File: config.mk
export PLATFORM = sky130hd
export DESIGN_NAME = step_sequencer
export DESIGN_NICKNAME = d
export VERILOG_FILES = /design/src/rtl/seq_pkg.sv /design/src/rtl/step_sequencer_tick_gen.sv /design/src/rtl/step_sequencer.sv
export SDC_FILE = /design/constraint.sdc
export NUM_CORES = 1
export LEC_CHECK = 0
export CAP_MARGIN = 5
export CORE_UTILIZATION = 45
export CTS_CLUSTER_DIAMETER = 120
export DETAILED_ROUTE_END_ITERATION = 6
export GPL_TIMING_DRIVEN = 0
export RECOVER_POWER = 25
export SYNTH_ARGS = -nofsm -noshare
export SYNTH_HDL_FRONTEND = slang
export SYNTH_SLANG_ARGS = --single-unit
File: constraint.sdc
create_clock -name clk -period 7 [get_ports clk]
set_input_delay 1.05 -clock clk [delete_from_list [all_inputs] [get_ports clk]]
set_output_delay 1.05 -clock clk [all_outputs]
set_load 0.02 [all_outputs]
File: src/rtl/seq_pkg.sv
// Package: seq_pkg
// Shared definitions for the step sequencer that feeds the synth core.
//   seq_state_t  : sequencer FSM encoding (IDLE / GATE / REST)
//   pat_entry_t  : one pattern entry {en, osc}
//   SEQ_OSC_W    : osc_count width used by the synth core
//   SEQ_DEF_OSC  : half-period loaded into every pattern entry at reset
//   is_pow2()    : constant helper for elaboration-time parameter checks
package seq_pkg;

  localparam int SEQ_OSC_W   = 8;
  localparam int SEQ_DEF_OSC = 66;

  typedef enum logic [1:0] {
    IDLE = 2'd0,
    GATE = 2'd1,
    REST = 2'd2
  } seq_state_t;

  typedef struct packed {
    logic                 en;
    logic [SEQ_OSC_W-1:0] osc;
  } pat_entry_t;

  function automatic bit is_pow2(input int value);
    return (value > 0) && ((value & (value - 1)) == 0);
  endfunction

endpackage

File: src/rtl/step_sequencer_tick_gen.sv
// Module: tick_gen
// Tempo prescaler. Counts 0..TICK_DIV-1 and flags tick for the single cycle
// in which the count sits at TICK_DIV-1, then wraps to 0.
// Ports:
//   clk  in  system clock
//   rst  in  asynchronous reset, active-high
//   clr  in  holds the count at 0 and suppresses tick while high
//   tick out one-cycle tempo tick
module tick_gen #(
  parameter int TICK_DIV = 50000
) (
  input  logic clk,
  input  logic rst,
  input  logic clr,
  output logic tick
);

  localparam int            CW   = (TICK_DIV > 1) ? $clog2(TICK_DIV) : 1;
  localparam logic [CW-1:0] LAST = CW'(TICK_DIV - 1);

  logic [CW-1:0] count;

  // The count is free-running whenever not cleared, so consecutive steps stay
  // phase-locked to the same tick grid with no re-alignment at step boundaries.
  always_ff @(posedge clk or posedge rst) begin
    if (rst) begin
      count <= '0;
    end else if (clr || (count == LAST)) begin
      count <= '0;
    end else begin
      count <= count + 1'b1;
    end
  end

  assign tick = !clr && (count == LAST);

endmodule

File: src/rtl/step_sequencer.sv
// Module: step_sequencer
// Pattern sequencer directly upstream of the synth core. Steps through a
// programmable STEPS-entry pattern at a fixed tempo; for each enabled step it
// holds trig high for GATE_TICKS ticks and presents that step's pulse
// half-period on osc_count for the whole step.
// Ports:
//   clk         in   system clock
//   rst         in   asynchronous reset, active-high
//   run         in   1 = play, 0 = stop (restart always begins at step 0)
//   pat_we      in   pattern write strobe
//   pat_addr    in   pattern entry to write
//   pat_en      in   entry enable (0 = rest step)
//   pat_osc     in   entry pulse half-period
//   trig        out  gate to the synth
//   osc_count   out  pulse half-period to the synth
//   step_idx    out  index of the current step
//   step_strobe out  one-cycle pulse at each step start
module step_sequencer
  import seq_pkg::*;
#(
  parameter int STEPS      = 8,
  parameter int TICK_DIV   = 50000,
  parameter int STEP_TICKS = 25,
  parameter int GATE_TICKS = 12,
  parameter int OSC_W      = SEQ_OSC_W,
  parameter int DEF_OSC    = SEQ_DEF_OSC
) (
  input  logic                     clk,
  input  logic                     rst,
  input  logic                     run,
  input  logic                     pat_we,
  input  logic [$clog2(STEPS)-1:0] pat_addr,
  input  logic                     pat_en,
  input  logic [OSC_W-1:0]         pat_osc,
  output logic                     trig,
  output logic [OSC_W-1:0]         osc_count,
  output logic [$clog2(STEPS)-1:0] step_idx,
  output logic                     step_strobe
);

  localparam int            IW        = $clog2(STEPS);
  localparam int            TW        = $clog2(STEP_TICKS);
  localparam logic [TW-1:0] GATE_LAST = TW'(GATE_TICKS - 1);
  localparam logic [TW-1:0] STEP_LAST = TW'(STEP_TICKS - 1);

  // Parameter sanity checks; any violation stops elaboration.
  if (!is_pow2(STEPS) || (STEPS < 2) || (STEPS > 32)) begin : g_bad_steps
    $error("step_sequencer: STEPS must be a power of two in 2..32");
  end
  if ((GATE_TICKS < 1) || (GATE_TICKS >= STEP_TICKS)) begin : g_bad_gate
    $error("step_sequencer: GATE_TICKS must be in 1..STEP_TICKS-1");
  end
  if ((STEP_TICKS < 2) || (TICK_DIV < 2)) begin : g_bad_tempo
    $error("step_sequencer: STEP_TICKS and TICK_DIV must be >= 2");
  end
  if (OSC_W != SEQ_OSC_W) begin : g_bad_osc_w
    $error("step_sequencer: OSC_W must match the synth width in seq_pkg");
  end

  seq_state_t       state, state_d;
  logic [IW-1:0]    step_idx_d;
  logic [TW-1:0]    tick_cnt, tick_cnt_d;
  logic             trig_d;
  logic [OSC_W-1:0] osc_d;
  logic             strobe_d;
  logic             load;
  logic [IW-1:0]    load_idx;
  logic             tick;

  pat_entry_t pattern [STEPS];

  // Prescaler only runs while a sequence is playing, so every run starts
  // with a full tick period in step 0.
  tick_gen #(
    .TICK_DIV (TICK_DIV)
  ) u_tick_gen (
    .clk  (clk),
    .rst  (rst),
    .clr  (state == IDLE),
    .tick (tick)
  );

  // Pattern storage. Reads in the next-state logic see the contents before
  // this edge's write, so a write to the entry being latched in the same
  // cycle only affects the following pass through the pattern.
  always_ff @(posedge clk or posedge rst) begin
    if (rst) begin
      for (int i = 0; i < STEPS; i++) begin
        pattern[i] <= '{en: 1'b1, osc: SEQ_OSC_W'(DEF_OSC)};
      end
    end else if (pat_we) begin
      pattern[pat_addr] <= '{en: pat_en, osc: pat_osc};
    end
  end

  // Sequencer state and registered outputs.
  always_ff @(posedge clk or posedge rst) begin
    if (rst) begin
      state       <= IDLE;
      step_idx    <= '0;
      tick_cnt    <= '0;
      trig        <= 1'b0;
      osc_count   <= OSC_W'(DEF_OSC);
      step_strobe <= 1'b0;
    end else begin
      state       <= state_d;
      step_idx    <= step_idx_d;
      tick_cnt    <= tick_cnt_d;
      trig        <= trig_d;
      osc_count   <= osc_d;
      step_strobe <= strobe_d;
    end
  end

  // Next-state logic. Leaving run low always wins over tick handling. A step
  // start (load) latches the new entry so trig/osc_count change on the same
  // edge as step_strobe; osc_count otherwise holds, keeping the release pitch.
  always_comb begin
    state_d    = state;
    step_idx_d = step_idx;
    tick_cnt_d = tick_cnt;
    trig_d     = trig;
    osc_d      = osc_count;
    strobe_d   = 1'b0;
    load       = 1'b0;
    load_idx   = step_idx;

    case (state)
      IDLE: begin
        trig_d = 1'b0;
        if (run) begin
          state_d    = GATE;
          step_idx_d = '0;
          tick_cnt_d = '0;
          load       = 1'b1;
          load_idx   = '0;
        end
      end

      GATE: begin
        if (!run) begin
          state_d    = IDLE;
          step_idx_d = '0;
          tick_cnt_d = '0;
          trig_d     = 1'b0;
        end else if (tick) begin
          tick_cnt_d = tick_cnt + 1'b1;
          if (tick_cnt == GATE_LAST) begin
            state_d = REST;
            trig_d  = 1'b0;
          end
        end
      end

      REST: begin
        trig_d = 1'b0;
        if (!run) begin
          state_d    = IDLE;
          step_idx_d = '0;
          tick_cnt_d = '0;
        end else if (tick) begin
          if (tick_cnt == STEP_LAST) begin
            state_d    = GATE;
            step_idx_d = step_idx + 1'b1;
            tick_cnt_d = '0;
            load       = 1'b1;
            load_idx   = step_idx + 1'b1;
          end else begin
            tick_cnt_d = tick_cnt + 1'b1;
          end
        end
      end

      default: begin
        state_d    = IDLE;
        step_idx_d = '0;
        tick_cnt_d = '0;
        trig_d     = 1'b0;
      end
    endcase

    if (load) begin
      strobe_d = 1'b1;
      trig_d   = pattern[load_idx].en;
      osc_d    = pattern[load_idx].osc;
    end
  end

endmodule

==> reports/qor.csv, run 1 <==
stage,metric,value,unit
synth,"count leader, synth",dfrtp_1,
setup_path,crit end category,register,
setup_path,Top delay family on crit path,compound AO/OA/AOI/OAI gates,
job,max_cap viols,1,
setup_path,Critical Path RT,7.23,ns
sta,Final Hold Fails,0,
run_status,failing checks,"capacitance limit, slew limit",
sta,final setup margin,3.64,ns
placement,placed cells,611,
sta,Hold Slack,0.455,ns
clocking,Post-CTS Hold Fix Bufs,0,
power,Int Pwr,1.27,mW
setup_path,r2r worst-path depth,9,
sta,clock skew,0.00661,ns
sta,crit path time final,3.36,ns
global_route,global-route usage over all layers,20.1,%
clocking,TritonCTS clock tree,done,
die,std cell rows,39,
finish,fraction of layout cells with a size suffix above 1,26.0,%
global_route,first-pass GRT wire length,18900,um
detailed_routing,routed length per placed instance,18.2,um
setup_path,"setup slack, reg-to-reg",3.64,ns
synth,Synth Area in Compound Gates,7.65,%
synth,synth cell count leaders,"82 x dfrtp_1, 73 x mux2_2, 39 x mux2i_1, 36 x nor2_1, 33 x nand2_1",
power,switching part of the total,28.8,%
power,clock share of power,28.7,%
placement,routability cong.,0.768,
synth,YS warnings,0,
clocking,worst skew pair latency,0.35,ns
power,Power Density,293,nW/um2
synth,largest family of logic cells by synthesized area,multiplexers,
global_route,GRT overflow,0,
synth,Yosys top cell area share,38.6,%
clocking,Worst-path clk slew,0.07,ns
clocking,CTS Sinks,108,
placement,number of port buffers,23,
synth,mux share of post-synthesis cell area,22.8,%
setup_path,Crit. path cell count,9,
clocking,number of CTS-inserted buffers,9,
synth,post-synthesis simple-gate area fraction,10.7,%
synth,Cells after Synth,443,
finish,Nets,503,
hold_path,Hold Crit Class,register to register,
setup_path,Critical Path Source,state[0]$_DFFE_PP0P_,
synth,Netlist cell types,52,
die,IO Pins,29,
setup_path,crit path max-delay cell type,o211ai_1,
setup_path,CP endpoint,osc_count[3]$_DFFE_PP0P_,
power,Leak Pwr,2.40,nW
synth,XOR/XNOR Fraction of Synth Area,2.31,%
setup_path,Critical path buffers and inverters,2,
synth,Synth Flop Type,dfrtp_1,
sta,Final setup viols,0,
sta,Fmax achieved,298,MHz
detailed_routing,Iter 0 DRT Violations,123,
clocking,# Post-CTS Setup Buffers,0,
global_route,vias in the first global route,3591,
placement,DP Area,5770,um2
sta,"Slew Viols, Final",51,
detailed_routing,final wirelength,11400,um
detailed_routing,Vias,3508,
global_route,largest net degree at the start of global routing,59,
detailed_routing,Vias/cell,5.59,
detailed_routing,post-route antenna net violation count,0,
clocking,root buffer cell,clkbuf_16,
finish,area delta synth->final,14.1,%
clocking,# H-tree levels,3,
synth,"EDFF count, synth",0,
sta,RSZ-0062 raised after global routing,false,
clocking,Max clock buf depth,2,
power,Comb pwr share,23.5,%
synth,Synth Area in Adders,1.88,%
synth,Synth area leader,dfrtp_1,
setup_path,Reg-to-Reg End,osc_count[3]$_DFFE_PP0P_,
sta,Worst Max-Slew Pin Slew,2.35,ns
die,CORE AREA,11500,um2
sta,period utilization,48.0,%
run_status,status,finished with violations,
power,Seq pwr share,47.8,%
synth,"Cell Area, Synth",5310,um2
finish,Antenna Cells,0,
global_route,initial antenna violation count,0,
setup_path,CP Launch Type,register,
clocking,cts repair resizes,0,
synth,Synth area leaders,"dfrtp_1 39%, mux2_2 15%, dfstp_2 13%",
synth,Synth async-reset ratio,100,%
setup_path,Worst Path Max Fanout,10,
die,die area,12200,um2
die,die height,111,um
sta,Slew HR,-57.4,%
power,VDD IR-drop max,195,uV
finish,final instance area,6060,um2
synth,#FFs+latches synth,108,
synth,Syn Nets,467,
synth,Mapped Avg Cell Area,12.0,um2
setup_path,CP max stage delay,0.70,ns
setup_path,crit-path cells,inv_1 > ha_1 > clkbuf_1 > or3_4 > o211a_1 > nand3b_1 > o211ai_1 > o2bb2ai_1 > a311o_1,
synth,post-synthesis sequential area ratio,51.5,%
detailed_routing,drt first pass iters,4,
die,Die Span X,111,um
power,NetSw,0.511,mW
placement,post-DP HPWL,7440,um
detailed_routing,number of remaining DRC errors,0,
setup_path,CP arrival,3.59,ns
die,initial core utilization,46.3,%
setup_path,R2R Path Start,state[0]$_DFFE_PP0P_,
finish,Finished Layout Cells,627,
setup_path,Crit Path Category,register to register,
sta,Fin Setup TNS,0,ns
placement,setup slack at placement,3.56,ns
[final cells by class]
cell class	count	area, um2
buffer	20	128
clock buffer	11	233
clock inverter	5	60.1
fill	1011	5410
inverter	11	42.5
multi-input combinational	304	2410
sequential	108	2740
tap	143	179
timing repair buffer	25	269
[metal layers]
metal / up-vias / share of wire (%) / track usage, %
met4: 0 / 1.1 / 5.69
met2: 49 / 47 / 32.1
met3: 9 / 3.1 / 5.19
li1: 1660 / - / -
met5: - / 0 / 0
met1: 1790 / 49 / 27.2
[power by group through the flow]
stage | combinational (mW) | clock (mW) | sequential (mW)
floorplan | 0.265 | 0 | 0.874
global placement | 0.410 | 0 | 0.854
detailed placement | 0.423 | 0 | 0.860
CTS | 0.424 | 0.525 | 0.849
global route | 0.461 | 0.549 | 0.868
finish | 0.418 | 0.510 | 0.849
[cell families (layout without fill, tap and decap cells)]
kind of cell             after synthesis  in the layout
multiplexers                         112            112
flip-flops                           108            108
XOR/XNOR                              14             14
AND/OR/NAND/NOR                      116            116
AO/OA/AOI/OAI                         54             54
buffers and inverters                 31             72
adder cells (fa/ha/maj)                8              8
[placed cells by master (no fill, tap or decap), types with 8 or more instances in the layout]
master / synthesis / layout
nand3_1: 11 / 11
o2bb2ai_1: 9 / 9
mux2i_1: 39 / 39
dfstp_2: 26 / 26
xnor2_1: 8 / 8
clkdlybuf4s50_1: 0 / 22
clkbuf_1: 14 / 16
mux2_2: 73 / 73
clkbuf_16: 0 / 9
ha_1: 8 / 8
dfrtp_1: 82 / 82
nand2_1: 33 / 33
a311o_1: 8 / 8
nor2_1: 36 / 36
inv_1: 11 / 10
[how the worst min path moves through the flow]
stage                                        startpoint                             to  slack, ns  cells after the start
after floorplan           u_tick_gen.count[0]$_DFF_PP0_  u_tick_gen.count[0]$_DFF_PP0_       0.43                      1
after global placement    u_tick_gen.count[0]$_DFF_PP0_  u_tick_gen.count[0]$_DFF_PP0_       0.44                      1
after detailed placement  u_tick_gen.count[0]$_DFF_PP0_  u_tick_gen.count[0]$_DFF_PP0_       0.45                      1
after CTS                 u_tick_gen.count[0]$_DFF_PP0_  u_tick_gen.count[0]$_DFF_PP0_       0.46                      1
after global routing      u_tick_gen.count[0]$_DFF_PP0_  u_tick_gen.count[0]$_DFF_PP0_       0.50                      1
final                     u_tick_gen.count[0]$_DFF_PP0_  u_tick_gen.count[0]$_DFF_PP0_       0.45                      1
[worst reg2reg max path: stages (launching register included)]
cell       delay, ns
dfrtp_1         0.40
inv_1           0.09
ha_1            0.19
clkbuf_1        0.23
or3_4           0.46
o211a_1         0.22
nand3b_1        0.52
o211ai_1        0.71
o2bb2ai_1       0.14
a311o_1         0.30
[sequential cells by signal (all words and copies together) (netlist names)]
name              cells
trig                  1
step_idx              3
tick_cnt              5
state                 2
u_tick_gen.count     16
pattern              72
step_strobe           1
osc_count             8
[metrics by stage]
stage          util (%)  total power, mW
6_report           52.8             1.78
5_1_grt            52.8             1.88
4_1_cts            52.9             1.80
3_5_place_dp       50.3             1.28
3_3_place_gp       49.9             1.26
2_1_floorplan         -             1.14
No activity file was read; power rests on OpenSTA's default activity.
==> run 2, diff against run 1 <==
- clock period: 7 -> 3.25 ns (I/O delays scaled with it)
==> run 2 against run 1 <==
Net effect: die area unchanged; non-clock buffer count is 4 higher; total power rose by 110%; the flow still finishes with violations (capacitance limit, slew limit); critical path type unchanged; sequential share of layout area is 0.25 points lower; worst setup slack worse by 3.5 ns; clock power up 110%; clock-buffer cell count is 1 lower; critical endpoint unchanged; largest power group unchanged; highest routed layer unchanged; maximum frequency increased by 9.3%; clock skew is 0.0028 ns higher; combinational power is 120% higher; sequential cell count did not move.
==> reports/qor.csv, run 2 (synthesis gave the netlist of run 1 again) <==
stage,metric,value,unit
detailed_routing,number of remaining DRC errors,0,
finish,register with the most flip-flops,pattern,
hold_path,Hold Crit Class,register to register,
sta,period utilization,94.6,%
finish,Nets,507,
clocking,Post-CTS Hold Fix Bufs,0,
run_status,failing checks,"capacitance limit, slew limit",
setup_path,crit path max-delay cell type,or4_1,
run_status,status,finished with violations,
die,IO Pins,29,
setup_path,Critical Path RT,3.49,ns
sta,Worst Max-Slew Pin Slew,1.54,ns
die,die height,111,um
placement,routability cong.,0.756,
detailed_routing,post-route antenna net violation count,0,
setup_path,CP arrival,3.31,ns
placement,post-DP HPWL,7480,um
finish,Largest register FFs,72,
finish,area delta synth->final,14.7,%
sta,crit path time final,3.07,ns
detailed_routing,drt first pass iters,4,
detailed_routing,Iter 0 DRT Violations,91,
setup_path,crit-path cells,or4_1 > or3_4 > o211a_1 > nand3b_1 > o211ai_1 > buf_4 > o2bb2ai_1 > a311o_1,
finish,fraction of layout cells with a size suffix above 1,27.0,%
placement,DP Area,5810,um2
setup_path,Crit Path Category,register to register,
clocking,worst skew pair latency,0.36,ns
detailed_routing,routed length per placed instance,18.0,um
sta,RSZ-0062 raised after global routing,false,
placement,number of port buffers,23,
global_route,global-route usage over all layers,20.2,%
detailed_routing,final wirelength,11300,um
sta,Final Hold Fails,0,
placement,setup slack at placement,-0.147,ns
setup_path,Worst Path Max Fanout,10,
clocking,CTS Sinks,108,
clocking,number of CTS-inserted buffers,9,
setup_path,Top delay family on crit path,simple AND/OR/NAND/NOR gates,
setup_path,crit end category,register,
die,std cell rows,39,
finish,"most common cell after layout, fill and taps aside",dfrtp_1,
die,CORE AREA,11500,um2
die,die area,12200,um2
finish,leading registers by flop count,"pattern (72), u_tick_gen.count (16), osc_count (8)",
job,max_cap viols,1,
setup_path,CP max stage delay,0.57,ns
sta,"Slew Viols, Final",26,
clocking,Max clock buf depth,2,
global_route,largest net degree at the start of global routing,35,
global_route,vias in the first global route,3501,
sta,final setup margin,0.175,ns
die,Die Span X,111,um
finish,Antenna Cells,0,
clocking,# H-tree levels,3,
sta,Final setup viols,0,
sta,clock skew,0.00937,ns
power,Leak Pwr,2.42,nW
finish,final instance area,6090,um2
finish,"commonest non-fill, non-tap cells in the layout","82 x dfrtp_1, 73 x mux2_2, 39 x mux2i_1",
power,VDD IR-drop max,463,uV
global_route,initial antenna violation count,0,
power,final total power,3.78,mW
detailed_routing,Vias,3493,
global_route,GRT overflow,0,
sta,Fmax achieved,325,MHz
clocking,root buffer cell,clkbuf_16,
power,Power Density,620,nW/um2
clocking,Worst-path clk slew,0.07,ns
clocking,TritonCTS clock tree,done,
setup_path,CP Launch Type,register,
global_route,first-pass GRT wire length,19000,um
sta,Slew HR,-2.49,%
die,initial core utilization,46.3,%
setup_path,Critical path buffers and inverters,1,
clocking,cts repair resizes,0,
detailed_routing,Vias/cell,5.54,
==> run 2: final timing paths <==
kind	start	end	slack [ns]	cells after the start
max in group asynchronous	rst	pattern[44]$_DFFE_PP1P_	0.63	4
max reg2reg	u_tick_gen.count[4]$_DFF_PP0_	osc_count[3]$_DFFE_PP0P_	0.18	8
min reg2reg	u_tick_gen.count[0]$_DFF_PP0_	u_tick_gen.count[0]$_DFF_PP0_	0.46	1
min in group asynchronous	rst	u_tick_gen.count[5]$_DFF_PP0_	0.72	2
max	u_tick_gen.count[4]$_DFF_PP0_	osc_count[3]$_DFFE_PP0P_	0.18	8
min	u_tick_gen.count[0]$_DFF_PP0_	u_tick_gen.count[0]$_DFF_PP0_	0.46	1
==> run 2: area by class of cell <==
| type | instances | area (um2) |
|---|---|---|
| Clock inverter | 6 | 46.3 |
| Sequential cell | 108 | 2740 |
| Clock buffer | 10 | 229 |
| Timing Repair Buffer | 31 | 328 |
| Fill cell | 1003 | 5370 |
| Inverter | 11 | 42.5 |
| Buffer | 18 | 120 |
| Tap cell | 143 | 179 |
| Multi-Input combinational cell | 304 | 2410 |
==> run 2: per-layer routing <==
| metal | share of wire, % | vias up | GRT usage (%) |
|---|---|---|---|
| met2 | 46 | 65 | 30.7 |
| li1 | - | 1671 | - |
| met4 | 0.81 | 0 | 5.16 |
| met5 | 0 | - | 0 |
| met1 | 48 | 1750 | 28.2 |
| met3 | 5.3 | 7 | 6.18 |
==> run 2: repair_timing <==
action,CTS,global route
buffers inserted,2,2
endpoints found under the setup margin,9,9
pin swaps,1,0
hold endpoints to repair,0,0
==> run 2: metrics by stage <==
stage               TNS (ns)  util (%)  std cells  hold slack [ns]
floorplan                  0         -        443            0.425
global placement      -0.592      49.9        609            0.442
detailed placement     -1.10      50.6        613            0.448
CTS                        0      53.2        631            0.458
global route               0      53.1        631            0.488
finish                     0      53.1        631            0.457
==> run 2: report_power, final <==
part	leakage (nW)	switching (mW)	internal [mW]	total (mW)
sequential	1.31	0.150	1.68	1.83
combinational	0.981	0.453	0.448	0.901
clock	0.130	0.519	0.527	1.05
total	2.42	1.12	2.65	3.78
==> run 3, diff against run 2 <==
- CORE_MARGIN: not set -> 2
==> run 3 against run 2 <==
Net effect: the flow now finishes without violations; sequential power hardly changed; total power grew 2.4%; sequential share of layout area shrank 0.26 points; final area increased by 0.58%; register-to-register slack hardly changed; critical endpoint unchanged; highest routed layer unchanged.
==> reports/qor.csv, run 3 (synthesis gave the netlist of run 1 again) <==
stage,metric,value,unit
run_status,status,finished clean,
setup_path,Critical Path RT,3.50,ns
detailed_routing,Iter 0 DRT Violations,139,
clocking,Worst-path clk slew,0.07,ns
global_route,initial antenna violation count,0,
finish,Largest register FFs,72,
global_route,GRT overflow,0,
sta,Slew HR,11.0,%
setup_path,Crit Path Category,register to register,
clocking,# H-tree levels,3,
setup_path,crit end category,register,
sta,"Slew Viols, Final",0,
finish,register with the most flip-flops,pattern,
placement,DP Area,5790,um2
finish,register area,2740,um2
setup_path,CP arrival,3.31,ns
clocking,worst skew pair latency,0.36,ns
finish,area delta synth->final,15.4,%
power,Leak Pwr,2.44,nW
die,IO Pins,29,
placement,post-DP HPWL,7500,um
setup_path,crit-path cells,or4_1 > or3_4 > or2_0 > buf_2 > o311ai_2 > buf_6 > buf_12 > mux2i_1 > nand2_1 > a311o_1,
power,Power Density,631,nW/um2
sta,clock skew,0.00798,ns
placement,number of port buffers,23,
finish,Antenna Cells,0,
global_route,global-route usage over all layers,19.4,%
hold_path,Hold Crit Class,register to register,
setup_path,Critical path buffers and inverters,3,
finish,final core utilization,53.4,%
power,final total power,3.87,mW
detailed_routing,post-route antenna net violation count,0,
setup_path,CP max stage delay,0.58,ns
finish,"commonest non-fill, non-tap cells in the layout","82 x dfrtp_1, 73 x mux2_2, 39 x mux2i_1",
clocking,Post-CTS Hold Fix Bufs,0,
clocking,Max clock buf depth,2,
finish,leading registers by flop count,"pattern (72), u_tick_gen.count (16), osc_count (8)",
setup_path,Worst Path Max Fanout,10,
sta,Final setup viols,0,
placement,routability cong.,0.798,
global_route,first-pass GRT wire length,19000,um
detailed_routing,Vias,3550,
setup_path,CP Launch Type,register,
clocking,number of CTS-inserted buffers,9,
clocking,CTS Sinks,108,
die,die height,113,um
sta,Fmax achieved,327,MHz
finish,fraction of layout cells with a size suffix above 1,27.6,%
die,std cell rows,39,
sta,period utilization,94.2,%
die,initial core utilization,46.3,%
power,VDD IR-drop max,519,uV
finish,Nets,508,
detailed_routing,Vias/cell,5.62,
global_route,vias in the first global route,3622,
clocking,TritonCTS clock tree,done,
job,max_cap viols,0,
clocking,root buffer cell,clkbuf_16,
setup_path,Top delay family on crit path,simple AND/OR/NAND/NOR gates,
die,die area,12700,um2
sta,Final Hold Fails,0,
detailed_routing,final wirelength,11400,um
detailed_routing,drt first pass iters,6,
finish,final instance area,6130,um2
detailed_routing,routed length per placed instance,18.0,um
finish,"most common cell after layout, fill and taps aside",dfrtp_1,
setup_path,crit path max-delay cell type,or4_1,
global_route,largest net degree at the start of global routing,44,
finish,multi-input logic area,2420,um2
die,CORE AREA,11500,um2
sta,Hold Slack,0.459,ns
die,Die Span X,113,um
sta,Worst Max-Slew Pin Slew,1.33,ns
sta,crit path time final,3.06,ns
finish,Fill cells,1019,
sta,RSZ-0062 raised after global routing,false,
detailed_routing,number of remaining DRC errors,0,
run 3: cell count changes in the layout (fill, tap and decap cells not counted), sizes merged:
cell / change
buf: +1
clkbuf: +1
clkinvlp: -1
inv: -1
bufinv: +1
run 3: power breakdown:
part	total, mW	switching, mW	internal [mW]
combinational	0.898	0.452	0.446
sequential	1.83	0.148	1.68
clock	1.14	0.514	0.629
total	3.87	1.11	2.75
run 3: final timing paths:
check	from	endpoint	slack (ns)	depth (start not counted)
worst max-delay path	u_tick_gen.count[4]$_DFF_PP0_	osc_count[3]$_DFFE_PP0P_	0.19	10
worst min-delay path	u_tick_gen.count[0]$_DFF_PP0_	u_tick_gen.count[0]$_DFF_PP0_	0.46	1
worst max register to register	u_tick_gen.count[4]$_DFF_PP0_	osc_count[3]$_DFFE_PP0P_	0.19	10
worst min register to register	u_tick_gen.count[0]$_DFF_PP0_	u_tick_gen.count[0]$_DFF_PP0_	0.46	1
max in group asynchronous	rst	pattern[52]$_DFFE_PP0P_	0.91	3
min in group asynchronous	rst	pattern[65]$_DFFE_PP0P_	0.87	2
run 3: area by class of cell:
class | count | area share, %
buffer | 18 | 1.96
clock buffer | 11 | 3.96
clock inverter | 5 | 1.08
inverter | 11 | 0.694
multi-input combinational | 304 | 39.5
sequential | 108 | 44.6
tap | 143 | 2.92
timing repair buffer | 32 | 5.29
run 3: layer usage:
metal  wire (um)  vias up  share of wire (%)  track usage, %
met4         182        0                1.6            6.50
li1            -     1672                  -               -
met1        5290     1807                 47            25.7
met5           0        -                  0               0
met2        5380       59                 47            31.1
met3         504       12                4.4            5.02
run 3: per-stage QoR:
stage	std cells	setup WS (ns)	setup TNS, ns
2_1_floorplan	443	0.382	0
3_3_place_gp	609	-0.187	-1.36
3_5_place_dp	612	-0.162	-1.24
4_1_cts	630	0.0634	0
5_1_grt	632	0.0392	0
6_report	632	0.189	0
run 3: timing repair:
item                                    CTS  global route
buffers inserted                          2             4
gates resized for setup                   0             0
gates cloned                              0             0
pin swaps                                 1             0
endpoints found under the setup margin    9             9
